File: src/rtl/eff_pkg.sv
// Shared types and constants for the PCM clip/limiter effect stage.
// Contents: clip mode encoding, config payload (at the default sample/gain
// widths), Q4.4 gain constants.
package eff_pkg;

  typedef enum logic [1:0] {
    MODE_BYPASS = 2'b00,
    MODE_HARD   = 2'b01,
    MODE_SOFT   = 2'b10,
    MODE_RSVD   = 2'b11
  } clip_mode_e;

  localparam int unsigned GAIN_FRAC_BITS = 4;
  localparam int unsigned GAIN_UNITY     = 16;  // 1.0 in Q4.4

  localparam int unsigned DEF_WIDTH  = 16;
  localparam int unsigned DEF_GAIN_W = 8;

  // Config payload for a default-width instance (16-bit samples, Q4.4 gain)
  typedef struct packed {
    clip_mode_e              mode;
    logic [DEF_GAIN_W-1:0]   gain;
    logic [DEF_WIDTH-2:0]    threshold;
  } cfg_t;

endpackage

File: src/rtl/eff_clip_pipe_sat.sv
// Combinational symmetric signed saturator.
// Ports: din (IN_W signed) -> dout (OUT_W signed) clamped to
// +/-(2^(OUT_W-1)-1); sat is high when clamping took place.
// Note: the most negative OUT_W code is never produced.
module eff_sat #(
  parameter int unsigned IN_W  = 25,
  parameter int unsigned OUT_W = 16
) (
  input  logic signed [IN_W-1:0]  din,
  output logic signed [OUT_W-1:0] dout,
  output logic                    sat
);

  localparam logic signed [IN_W-1:0] MAX_V = IN_W'({(OUT_W-1){1'b1}});
  localparam logic signed [IN_W-1:0] MIN_V = -MAX_V;

  always_comb begin
    sat  = 1'b0;
    dout = din[OUT_W-1:0];
    if (din > MAX_V) begin
      sat  = 1'b1;
      dout = MAX_V[OUT_W-1:0];
    end else if (din < MIN_V) begin
      sat  = 1'b1;
      dout = MIN_V[OUT_W-1:0];
    end
  end

endmodule

File: src/rtl/eff_clip_pipe.sv
// Pipelined pre-gain + bypass/hard/soft-knee clipper for the PCM effect chain.
// Latency: in_valid sampled at edge N -> out_valid after edge N+3.
// Ports:
//   clk_25mhz, rst (async, active-high)
//   in_valid/audio_in          : input sample strobe + signed sample
//   cfg_load/mode/gain/threshold: shadow config capture
//   out_valid/audio_out/clip_flag: processed sample (audio_out holds when idle)
//   process_status             : any pipeline stage holds a valid sample
//   clip_count                 : saturating clip-event counter, only when
//                                EFF_CLIP_STATS_EN is defined
module eff_clip_pipe
  import eff_pkg::*;
#(
  parameter int unsigned WIDTH      = 16,
  parameter int unsigned GAIN_W     = 8,
  parameter int unsigned KNEE_SHIFT = 2,
  parameter int unsigned CNT_W      = 16
) (
  input  logic                    clk_25mhz,
  input  logic                    rst,
  input  logic                    in_valid,
  input  logic signed [WIDTH-1:0] audio_in,
  input  logic                    cfg_load,
  input  logic [1:0]              mode,
  input  logic [GAIN_W-1:0]       gain,
  input  logic [WIDTH-2:0]        threshold,
  output logic                    out_valid,
  output logic signed [WIDTH-1:0] audio_out,
  output logic                    clip_flag,
  output logic                    process_status
`ifdef EFF_CLIP_STATS_EN
  ,
  output logic [CNT_W-1:0]        clip_count
`endif
);

  localparam int unsigned PROD_W = WIDTH + GAIN_W + 1;
  localparam int unsigned MAG_W  = WIDTH + 1;
  localparam int unsigned CLIP_W = WIDTH + 2;

  if (CNT_W < 1 || WIDTH < 2) begin : g_param_err
    $error("eff_clip_pipe: CNT_W must be >= 1 and WIDTH >= 2");
  end

  typedef struct packed {
    clip_mode_e          mode;
    logic [GAIN_W-1:0]   gain;
    logic [WIDTH-2:0]    threshold;
  } pipe_cfg_t;

  pipe_cfg_t               shadow;
  pipe_cfg_t               s1_cfg;
  logic                    s1_valid;
  logic signed [WIDTH-1:0] s1_x;

  logic                    s2_valid;
  logic signed [WIDTH-1:0] s2_x;
  logic                    s2_sat;
  clip_mode_e              s2_mode;
  logic [WIDTH-2:0]        s2_thr;

  logic                    s3_valid;
  logic signed [WIDTH-1:0] s3_y;
  logic                    s3_flag;

  // S2 datapath: signed sample times unsigned Q4.4 gain, drop the fraction
  logic signed [PROD_W-1:0] prod;
  logic signed [PROD_W-1:0] prod_sh;
  logic signed [WIDTH-1:0]  gained;
  logic                     gain_sat;

  assign prod    = PROD_W'(s1_x) * PROD_W'($signed({1'b0, s1_cfg.gain}));
  assign prod_sh = prod >>> GAIN_FRAC_BITS;

  eff_sat #(.IN_W(PROD_W), .OUT_W(WIDTH)) u_sat_gain (
    .din  (prod_sh),
    .dout (gained),
    .sat  (gain_sat)
  );

  // S3 datapath: magnitude compare against threshold, rebuild signed result
  logic signed [MAG_W-1:0]  x_ext;
  logic [MAG_W-1:0]         mag;
  logic [MAG_W-1:0]         thr_ext;
  logic [MAG_W-1:0]         knee_mag;
  logic [MAG_W-1:0]         lim_mag;
  logic signed [CLIP_W-1:0] lim_s;
  logic signed [CLIP_W-1:0] clip_pre;
  logic signed [WIDTH-1:0]  clip_y;
  logic                     clip_sat;
  logic                     x_neg;
  logic                     over;
  logic                     clip_evt;

  always_comb begin
    x_neg    = s2_x[WIDTH-1];
    x_ext    = MAG_W'(s2_x);
    mag      = x_neg ? MAG_W'(-x_ext) : MAG_W'(x_ext);
    thr_ext  = MAG_W'(s2_thr);
    over     = mag > thr_ext;
    // only meaningful when over=1; the subtraction wraps otherwise
    knee_mag = thr_ext + ((mag - thr_ext) >> KNEE_SHIFT);
    lim_mag  = thr_ext;
    clip_evt = 1'b0;
    case (s2_mode)
      MODE_BYPASS: lim_mag = mag;
      MODE_SOFT:   begin lim_mag = knee_mag; clip_evt = over; end
      default:     begin lim_mag = thr_ext;  clip_evt = over; end
    endcase
    lim_s    = $signed(CLIP_W'(lim_mag));
    clip_pre = clip_evt ? (x_neg ? -lim_s : lim_s) : CLIP_W'(s2_x);
  end

  eff_sat #(.IN_W(CLIP_W), .OUT_W(WIDTH)) u_sat_clip (
    .din  (clip_pre),
    .dout (clip_y),
    .sat  (clip_sat)
  );

  // Shadow config and pipeline registers
  always_ff @(posedge clk_25mhz or posedge rst) begin
    if (rst) begin
      shadow         <= '{mode: MODE_BYPASS, gain: GAIN_W'(GAIN_UNITY), threshold: '1};
      s1_cfg         <= '{mode: MODE_BYPASS, gain: GAIN_W'(GAIN_UNITY), threshold: '1};
      s1_valid       <= 1'b0;
      s1_x           <= '0;
      s2_valid       <= 1'b0;
      s2_x           <= '0;
      s2_sat         <= 1'b0;
      s2_mode        <= MODE_BYPASS;
      s2_thr         <= '1;
      s3_valid       <= 1'b0;
      s3_y           <= '0;
      s3_flag        <= 1'b0;
      out_valid      <= 1'b0;
      audio_out      <= '0;
      clip_flag      <= 1'b0;
      process_status <= 1'b0;
    end else begin
      if (cfg_load) begin
        shadow <= '{mode: clip_mode_e'(mode), gain: gain, threshold: threshold};
      end
      // a sample on the cfg_load edge still sees the old shadow value
      s1_valid <= in_valid;
      if (in_valid) begin
        s1_x   <= audio_in;
        s1_cfg <= shadow;
      end
      s2_valid <= s1_valid;
      if (s1_valid) begin
        s2_x    <= gained;
        s2_sat  <= gain_sat;
        s2_mode <= s1_cfg.mode;
        s2_thr  <= s1_cfg.threshold;
      end
      s3_valid <= s2_valid;
      if (s2_valid) begin
        s3_y    <= clip_y;
        s3_flag <= s2_sat | clip_evt | clip_sat;
      end
      out_valid <= s3_valid;
      clip_flag <= s3_valid & s3_flag;
      if (s3_valid) begin
        audio_out <= s3_y;
      end
      // registered form of OR(s1..s3 valid) as they will be after this edge
      process_status <= in_valid | s1_valid | s2_valid;
    end
  end

`ifdef EFF_CLIP_STATS_EN
  // Saturating clip-event counter, cleared by any config load
  always_ff @(posedge clk_25mhz or posedge rst) begin
    if (rst) begin
      clip_count <= '0;
    end else if (cfg_load) begin
      clip_count <= '0;
    end else if (out_valid && clip_flag && (clip_count != '1)) begin
      clip_count <= clip_count + CNT_W'(1);
    end
  end
`endif

endmodule
File: config.mk
export PLATFORM = sky130hd
export DESIGN_NAME = eff_clip_pipe
export DESIGN_NICKNAME = d
export VERILOG_FILES = /design/src/rtl/eff_pkg.sv /design/src/rtl/eff_clip_pipe_sat.sv /design/src/rtl/eff_clip_pipe.sv
export SDC_FILE = /design/constraint.sdc
export NUM_CORES = 1
export LEC_CHECK = 0
export ABC_AREA = 1
export BUFFER_PORTS_ARGS = -buffer_cell sky130_fd_sc_hd__buf_2
export CAP_MARGIN = 5
export CORE_ASPECT_RATIO = 1.2
export CORE_MARGIN = 1
export CORE_UTILIZATION = 43
export CTS_BUF_LIST = sky130_fd_sc_hd__clkbuf_8
export DETAILED_ROUTE_END_ITERATION = 6
export PLACE_DENSITY_LB_ADDON = 0.3
export SLEW_MARGIN = 20
export SYNTH_ARGS = -nofsm -noshare
export SYNTH_HDL_FRONTEND = slang
export SYNTH_HIERARCHICAL = 1
export SYNTH_SLANG_ARGS = --single-unit
File: constraint.sdc
create_clock -name clk_25mhz -period 7.2 [get_ports clk_25mhz]
set_clock_uncertainty 0.15 [all_clocks]
set_input_delay 1.8 -clock clk_25mhz [delete_from_list [all_inputs] [get_ports clk_25mhz]]
set_output_delay 1.8 -clock clk_25mhz [all_outputs]
set_load 0.1 [all_outputs]
-- Word level (Yosys, flattened, before mapping)
Index checks and enable logic that the tools add are counted.
- eq/ne operators: 1
- add/subtract/negate cells: 4
- magnitude comparators: 5
- bitwise logic cells: 5
- multipliers: 1
- reductions and logical operators: 1
- mux-type cells: 13
- operators with widths (kind ; number):
    two-way mux 16 bit ; 4
    two-way mux 18 bit ; 2
    one-hot mux 17 bit (2 select lines) ; 1
    multiplier 16 x 9 -> 25 bit ; 1
    greater-than comparator 21 x 16 -> 1 bit (second input constant) ; 1
    < comparator 21 x 16 -> 1 bit (second input constant) ; 1
    greater-than comparator 18 x 16 -> 1 bit (second input constant) ; 1
    < comparator 18 x 16 -> 1 bit (second input constant) ; 1
    negator 17 -> 18 bit ; 1
    greater-than comparator 17 x 15 -> 1 bit ; 1
    two-way mux 17 bit ; 1
    negator 16 -> 17 bit ; 1
    subtractor 17 x 15 -> 17 bit ; 1
    adder 15 x 15 -> 16 bit ; 1
    two-way mux 1 bit ; 5
    bitwise OR 1 bit ; 4
    == test 2 bit (second input constant) ; 1
    zero test 2 bit ; 1
    AND 1 bit ; 1
- output and inout port bits: 19
- register bits: 139
- word-level logic and storage cells: 50

-- Depth between registers and ports, before layout
Gate-level depths: netlist of the first run.
- depth after elaboration: 12
- mapped depth: 44

-- By module
Netlist of the first run, hierarchy kept.
- modules (own cells, without submodules) (module ; seq. area each (µm²) ; cells an instance ; times used ; area an instance (µm²)):
    eff_clip_pipe ; 3537.1 ; 1756 ; 1 ; 12869.8
    eff_sat (u_sat_gain) ; 0.0 ; 94 ; 1 ; 396.6
    eff_sat (u_sat_clip) ; 0.0 ; 58 ; 1 ; 286.5

-- Least setup slack after synthesis of the first run
Ideal clock, no wire load.
- kind: register to register
- start: reg s1_cfg[19] in the netlist's numbering
- end: reg s2_sat
- arrival: 5937 ps
- stages on the path, launching flop included: 30
- buffers on the path: 3
- setup time: 125 ps
- path slack: 988 ps
- path through: dfstp_2 -> clkbuf_1 -> clkbuf_1 -> nand2_1 -> inv_1 -> fa_1 -> fa_1 -> inv_1 -> fa_1 -> inv_1 -> fa_1 -> ha_1 -> nand2_1 -> inv_1 -> nand4_1 -> o211ai_1 -> a21boi_0 -> o21ai_0 -> nand3_1 -> nand2_1 -> xor2_1 -> nand2_1 -> nor2_1 -> nand2_1 -> nor2_1 -> nand2_1 -> nand2_4 -> buf_6 -> nand2_1 -> mux2_2
- cells in the longest elaborated chain, start to end: 4
- RTL lines (element ; RTL line ; RTL):
    start, declared ; eff_clip_pipe.sv:52 ; pipe_cfg_t s1_cfg;
    start signal, assigned ; eff_clip_pipe.sv:124 ; s1_cfg <= '{mode: MODE_BYPASS, gain: GAIN_W'(GAIN_UNITY), threshold: '1};
    start signal, assigned ; eff_clip_pipe.sv:147 ; s1_cfg <= shadow;
    multiplier 16 x 9 -> 25 bit (*) ; eff_clip_pipe.sv:72 ; assign prod = PROD_W'(s1_x) * PROD_W'($signed({1'b0, s1_cfg.gain}));
    via prod[24] ; eff_clip_pipe.sv:67 ; logic signed [PROD_W-1:0] prod;
    < comparator 21 x 16 -> 1 bit ; eff_clip_pipe_sat.sv:23 ; end else if (din < MIN_V) begin
    two-way mux 1 bit ; eff_clip_pipe_sat.sv:23 ;
    two-way mux 1 bit (*) ; eff_clip_pipe_sat.sv:20 ; if (din > MAX_V) begin
    via gain_sat ; eff_clip_pipe.sv:70 ; logic gain_sat;
    end signal, assigned ; eff_clip_pipe.sv:152 ; s2_sat <= gain_sat;
    end, declared ; eff_clip_pipe.sv:58 ; logic s2_sat;
The timed path passes the listed nets; every way through them passes the cells marked *.
A chain may end at the register's enable or synchronous reset.

-- Final worst setup path of the first run
- start: reg s1_cfg[17] in the netlist's numbering
- end: reg s2_sat
Same word-level chain as after synthesis.

==> impl_metrics.yaml, run 1 <==
clock_network:
  cts_resized: 0
  cts_inserted_buffers: 17
  post_cts_buffers: 0
  ctsRootBufferMaster: "clkbuf_8"
  h-tree-depth: 4
  clkSinkCount: 139
  clockBufferDepth: 2
  clk_pin_slew_ns: 0.09
  cts_hold_buf: 0
  clkLatencyLatePin_ns: 0.47
  cts_tree: "done"
global_route:
  gr-total-overflow: 0
  grt_pass1_vias: 11330
  grt_pass1_wl_um: 52800
  grt_max_degree: 105
  grt_use_total_pct: 20.6
  grt_antenna_before_repair: 0
sta:
  clock.fmax_mhz: 155
  finalCritPeriodShare_pct: 89.3
  setup_viol: 0
  fin_crit_ns: 6.43
  hold_viol: 0
  tns_ns: 0
  worst_pin_slew_ns: 1.01
  rsz0062_at_grt: "false"
  maxSlewViolCount: 0
  slew_headroom_pct: 32.9
placed_design:
  io_buffers: 63
  routabilityCongestion: 0.897
  hpwlAfterDp_um: 24500
final_layout:
  layout_common_cells: "nand2_1, inv_1, o21ai_0"
  antennaDiodeCount: 0
  syn2layout_area_growth_pct: 6.92
  multi_input_area_um2: 8130
  layout-drive-gt1-share_pct: 10.7
  final_common_cell: "nand2_1"
  nNetsFinal: 2145
  seqCellArea_um2: 3540
  num-fill-cells: 3046
worst_setup_path:
  cp_slowest_stage_delay_ns: 0.69
  crit_slowest_cell: "dfrtp_1"
  cp_max_fo: 17
  start_kind: "register"
  worst-path-buf-inv: 2
  cp_data_arrival_time_ns: 6.62
  worstSetupEndpointType: "register"
  path_class: "register to register"
  crit_top_cell: "nand2_1"
  crit_required_ns: 7.39
  cp_top_family: "adder cells"
drt:
  route.met2.wl_um: 15700
  drt-pass1-iter-count: 6
  ant_nets: 0
  dr.max_layer_used: "met4"
  vias: 11139
  drt_iter0_drc: 513
  drc: 0
  drt-met1-wl_um: 13000
  vias_per_cell: 4.79
  wl_um: 30400
  wl_met3_um: 897
  wire_per_inst_um: 13.1
die:
  io_pins: 64
  die_area_um2: 32200
  start_util_pct: 44.1
  die_x_um: 164
  die_h_um: 196
  rows: 70
  core_um2: 30700
yosys:
  synth_area_um2: 13600
  synth-warning-count: 6
  yosysSeqAreaShare_pct: 26.1
  synth_compound_area_share_pct: 8.93
  synth.area.mux_share_pct: 0.249
  synthSimpleGateAreaFrac_pct: 25.3
  synth_cell_type_count: 43
  synth_top_family_by_area: "simple AND/OR/NAND/NOR gates"
  synth_nets: 2137
  synthAdderAreaFrac_pct: 22.7
  ys_seq_elements: 139
  postSynthAreaPerCell_um2: 7.10
  syn_inst: 1908
  synth_xor_area_share_pct: 2.84
run_status:
  status: "complete, no violations"
run:
  maxCapViolCount: 0
hold_path:
  worst_hold_path_type: "register to register"
stage by stage:
stage / setup WS (ns) / utilization (%) / cells / instance area [um2] / hold WS [ns]
after global routing: 0.182 / 47.1 / 2325 / 14500 / 0.344
after global placement: 0.848 / 45.6 / 2293 / 14000 / 0.318
after detailed placement: 0.742 / 45.6 / 2293 / 14000 / 0.321
after floorplan: 0.988 / - / 1908 / 13600 / 0.273
final: 0.769 / 47.1 / 2325 / 14500 / 0.327
after CTS: 0.721 / 47.1 / 2325 / 14500 / 0.328
synthesized netlist by cell type, drive strengths merged:
cell type,n,area [um2]
o211ai,3,22.5
ha,81,1010
a21o,4,30.0
nand3,77,420
dfstp,47,1230
mux2,3,33.8
or3,1,6.26
nand3b,4,30.0
xor2,27,236
o21a,1,7.51
nor2,137,589
xnor2,17,149
a21boi,2,15.0
dfrtp,92,2300
nor3,7,40.0
inv,404,1520
nor4,2,12.5
o21ai,132,668
and2,2,12.5
nand4,7,43.8
a21oi,78,394
a211oi,1,7.51
o21bai,3,41.3
o221a,1,11.3
fa,103,2060
buf,16,138
a31oi,2,12.5
clkbuf,62,233
nand2,592,2270
final timing paths:
path	from	end	slack, ns	depth (start not counted)
min	s3_flag$_DFFE_PP0P_	clip_flag$_DFF_PP0_	0.33	2
min in group asynchronous	rst	s2_valid$_DFF_PP0_	1.35	2
max in group asynchronous	rst	s3_y[15]$_DFFE_PP0P_	4.59	3
max	s1_cfg[17]$_DFFE_PP0P_	s2_sat$_DFFE_PP0P_	0.77	26
min reg2reg	s3_flag$_DFFE_PP0P_	clip_flag$_DFF_PP0_	0.33	2
max reg2reg	s1_cfg[17]$_DFFE_PP0P_	s2_sat$_DFFE_PP0P_	0.77	26
layout make-up:
cell class,count,area share (%)
clock inverters,15,1.57
repair buffers,67,2.38
clock buffers,17,1.61
well taps,396,3.42
inverters,404,10.5
flip-flops and latches,139,24.4
multi-input cells,1287,56.1
state kept, by name, indices dropped and copies added, names as in the netlist:
name,count
s1_cfg,25
s1_x,16
s2_sat,1
s2_valid,1
s3_valid,1
process_status,1
s2_thr,15
s2_x,16
shadow,25
s3_y,16
s3_flag,1
audio_out,16
s2_mode,2
clip_flag,1
s1_valid,1
out_valid,1
layer usage:
layer | vias up | track usage [%]
met3 | 54 | 3.07
li1 | 5735 | -
met1 | 5168 | 23.7
met4 | 0 | 7.82
met5 | - | 0
met2 | 182 | 37.9
tightest hold or removal path, stage by stage, from the launching register on:
cell	delay, ns
dfrtp_1	0.35
nand2_1	0.05
inv_1	0.05
kinds of logic (layout without fill, tap and decap cells):
| logic type | Yosys count | count (layout) |
|---|---|---|
| DFF | 139 | 139 |
| muxes | 3 | 3 |
| buffers and inverters | 482 | 503 |
| xor gates and xnor gates | 44 | 44 |
| adders and majority gates | 184 | 184 |
| AOI/OAI and AO/OA | 227 | 227 |
| and+or+nand+nor | 829 | 829 |
Power of run 1 is left out: the tool's default activity adds up to more than one toggle a clock period on the data nets, which glitch-free logic cannot reach.
==> run 2, diff against run 1 <==
Clock period 7.2 ns to 7.35 ns, I/O delays scaled along.
==> run 2 against run 1 <==
Against the previous run: global-route usage up 0.15 points; die area unchanged; largest cell class unchanged; worst hold slack better by 0.0050 ns; critical endpoint unchanged; highest routed layer unchanged; routed wire length up 0.62%.
==> impl_metrics.yaml, run 2 (synthesis gave the netlist of run 1 again) <==
run_status:
  status: "complete, no violations"
drt:
  wl_met3_um: 721
  wire_per_inst_um: 13.2
  drt-pass1-iter-count: 5
  drt-met1-wl_um: 13300
  drt_iter0_drc: 460
  vias_per_cell: 4.80
  dr.max_layer_used: "met4"
  vias: 11152
  ant_nets: 0
  route.met2.wl_um: 15800
  drc: 0
  wl_um: 30600
worst_setup_path:
  cp_data_arrival_time_ns: 6.69
  start_kind: "register"
  crit_slowest_cell: "dfrtp_1"
  cp_slowest_stage_delay_ns: 0.71
  worstSetupEndpointType: "register"
  cp_max_fo: 17
  path_class: "register to register"
  crit_required_ns: 7.55
  crit_top_cell: "nand2_1"
clock_network:
  clk_pin_slew_ns: 0.09
  cts_resized: 0
  clkLatencyLatePin_ns: 0.47
  cts_hold_buf: 0
  ctsRootBufferMaster: "clkbuf_8"
  clockBufferDepth: 2
  cts_inserted_buffers: 17
  h-tree-depth: 4
  post_cts_buffers: 0
  cts_tree: "done"
  clkSinkCount: 139
die:
  die_h_um: 196
  start_util_pct: 44.1
  die_area_um2: 32200
  io_pins: 64
  rows: 70
  die_x_um: 164
  core_um2: 30700
sta:
  setup_ws_ns: 0.859
  maxSlewViolCount: 0
  hold_viol: 0
  clock.fmax_mhz: 154
  worst_pin_slew_ns: 1.01
  rsz0062_at_grt: "false"
  setup_viol: 0
  hold_ws_ns: 0.332
  finalCritPeriodShare_pct: 88.3
  tns_ns: 0
  fin_crit_ns: 6.49
  slew_headroom_pct: 32.9
global_route:
  grt_pass1_wl_um: 53600
  gr-total-overflow: 0
  grt_max_degree: 105
  grt_use_total_pct: 20.7
  grt_pass1_vias: 11498
  grt_antenna_before_repair: 0
final_layout:
  nNetsFinal: 2144
  layout-drive-gt1-share_pct: 10.7
  largestRegisters: "s1_cfg (25), shadow (25)"
  layout_common_cells: "nand2_1, inv_1, o21ai_0"
  antennaDiodeCount: 0
  utilization_pct: 47.0
  final_common_cell: "nand2_1"
  syn2layout_area_growth_pct: 6.71
placed_design:
  routabilityCongestion: 0.895
  io_buffers: 63
  hpwlAfterDp_um: 24500
  pre_cts_slack_ns: 0.840
run:
  maxCapViolCount: 0
hold_path:
  worst_hold_path_type: "register to register"
-- run 2: changes by cell type in the layout (fill, tap and decap cells not counted) --
cell / previous run / this run
inv_6: 5 / 3
buf_4: 4 / 3
bufinv_16: 4 / 3
clkinv_4: 0 / 1
inv_4: 1 / 2
inv_8: 4 / 5
-- run 2: path summary, 6_finish.rpt --
kind                                   startpoint               endpoint  slack, ns  cells past startpoint
min in group asynchronous                     rst   s3_y[11]$_DFFE_PP0P_       1.42                      2
hold reg to reg             shadow[8]$_DFFE_PP1P_  s1_cfg[8]$_DFFE_PP1P_       0.33                      2
setup / recovery           s1_cfg[17]$_DFFE_PP0P_     s2_sat$_DFFE_PP0P_       0.86                     25
setup reg to reg           s1_cfg[17]$_DFFE_PP0P_     s2_sat$_DFFE_PP0P_       0.86                     25
max in group asynchronous                     rst  s2_thr[5]$_DFFE_PP1P_       4.54                      3
hold / removal              shadow[8]$_DFFE_PP1P_  s1_cfg[8]$_DFFE_PP1P_       0.33                      2
-- run 2: critical path: cells and delay by family (launching register included) --
family | cells | cell delay, ns
muxes | 1 | 0.26
AOI/OAI and AO/OA | 3 | 0.79
adders and majority gates | 5 | 2.31
buffers and inverters | 2 | 0.09
DFF | 1 | 0.71
and+or+nand+nor | 13 | 1.45
xor gates and xnor gates | 1 | 0.61
-- run 2: final cells by class --
class / instances / area [um2]
multi-input combinational: 1287 / 8130
clock inverter: 15 / 206
clock buffer: 17 / 234
fill: 3168 / 16300
tap: 396 / 495
sequential: 139 / 3540
timing repair buffer: 66 / 338
inverter: 404 / 1520
-- run 2: per-stage QoR --
step | cells | cell area (um2)
finish | 2324 | 14500
global route | 2324 | 14500
CTS | 2324 | 14500
detailed placement | 2292 | 14000
global placement | 2292 | 14000
floorplan | 1908 | 13600
-- run 2: layer usage --
metal	vias to the layer above	GRT usage, %
met1	5190	24.3
met5	-	0
met4	0	7.61
met3	52	2.59
li1	5735	-
met2	175	38.0
Power of run 2 is left out for the same reason.
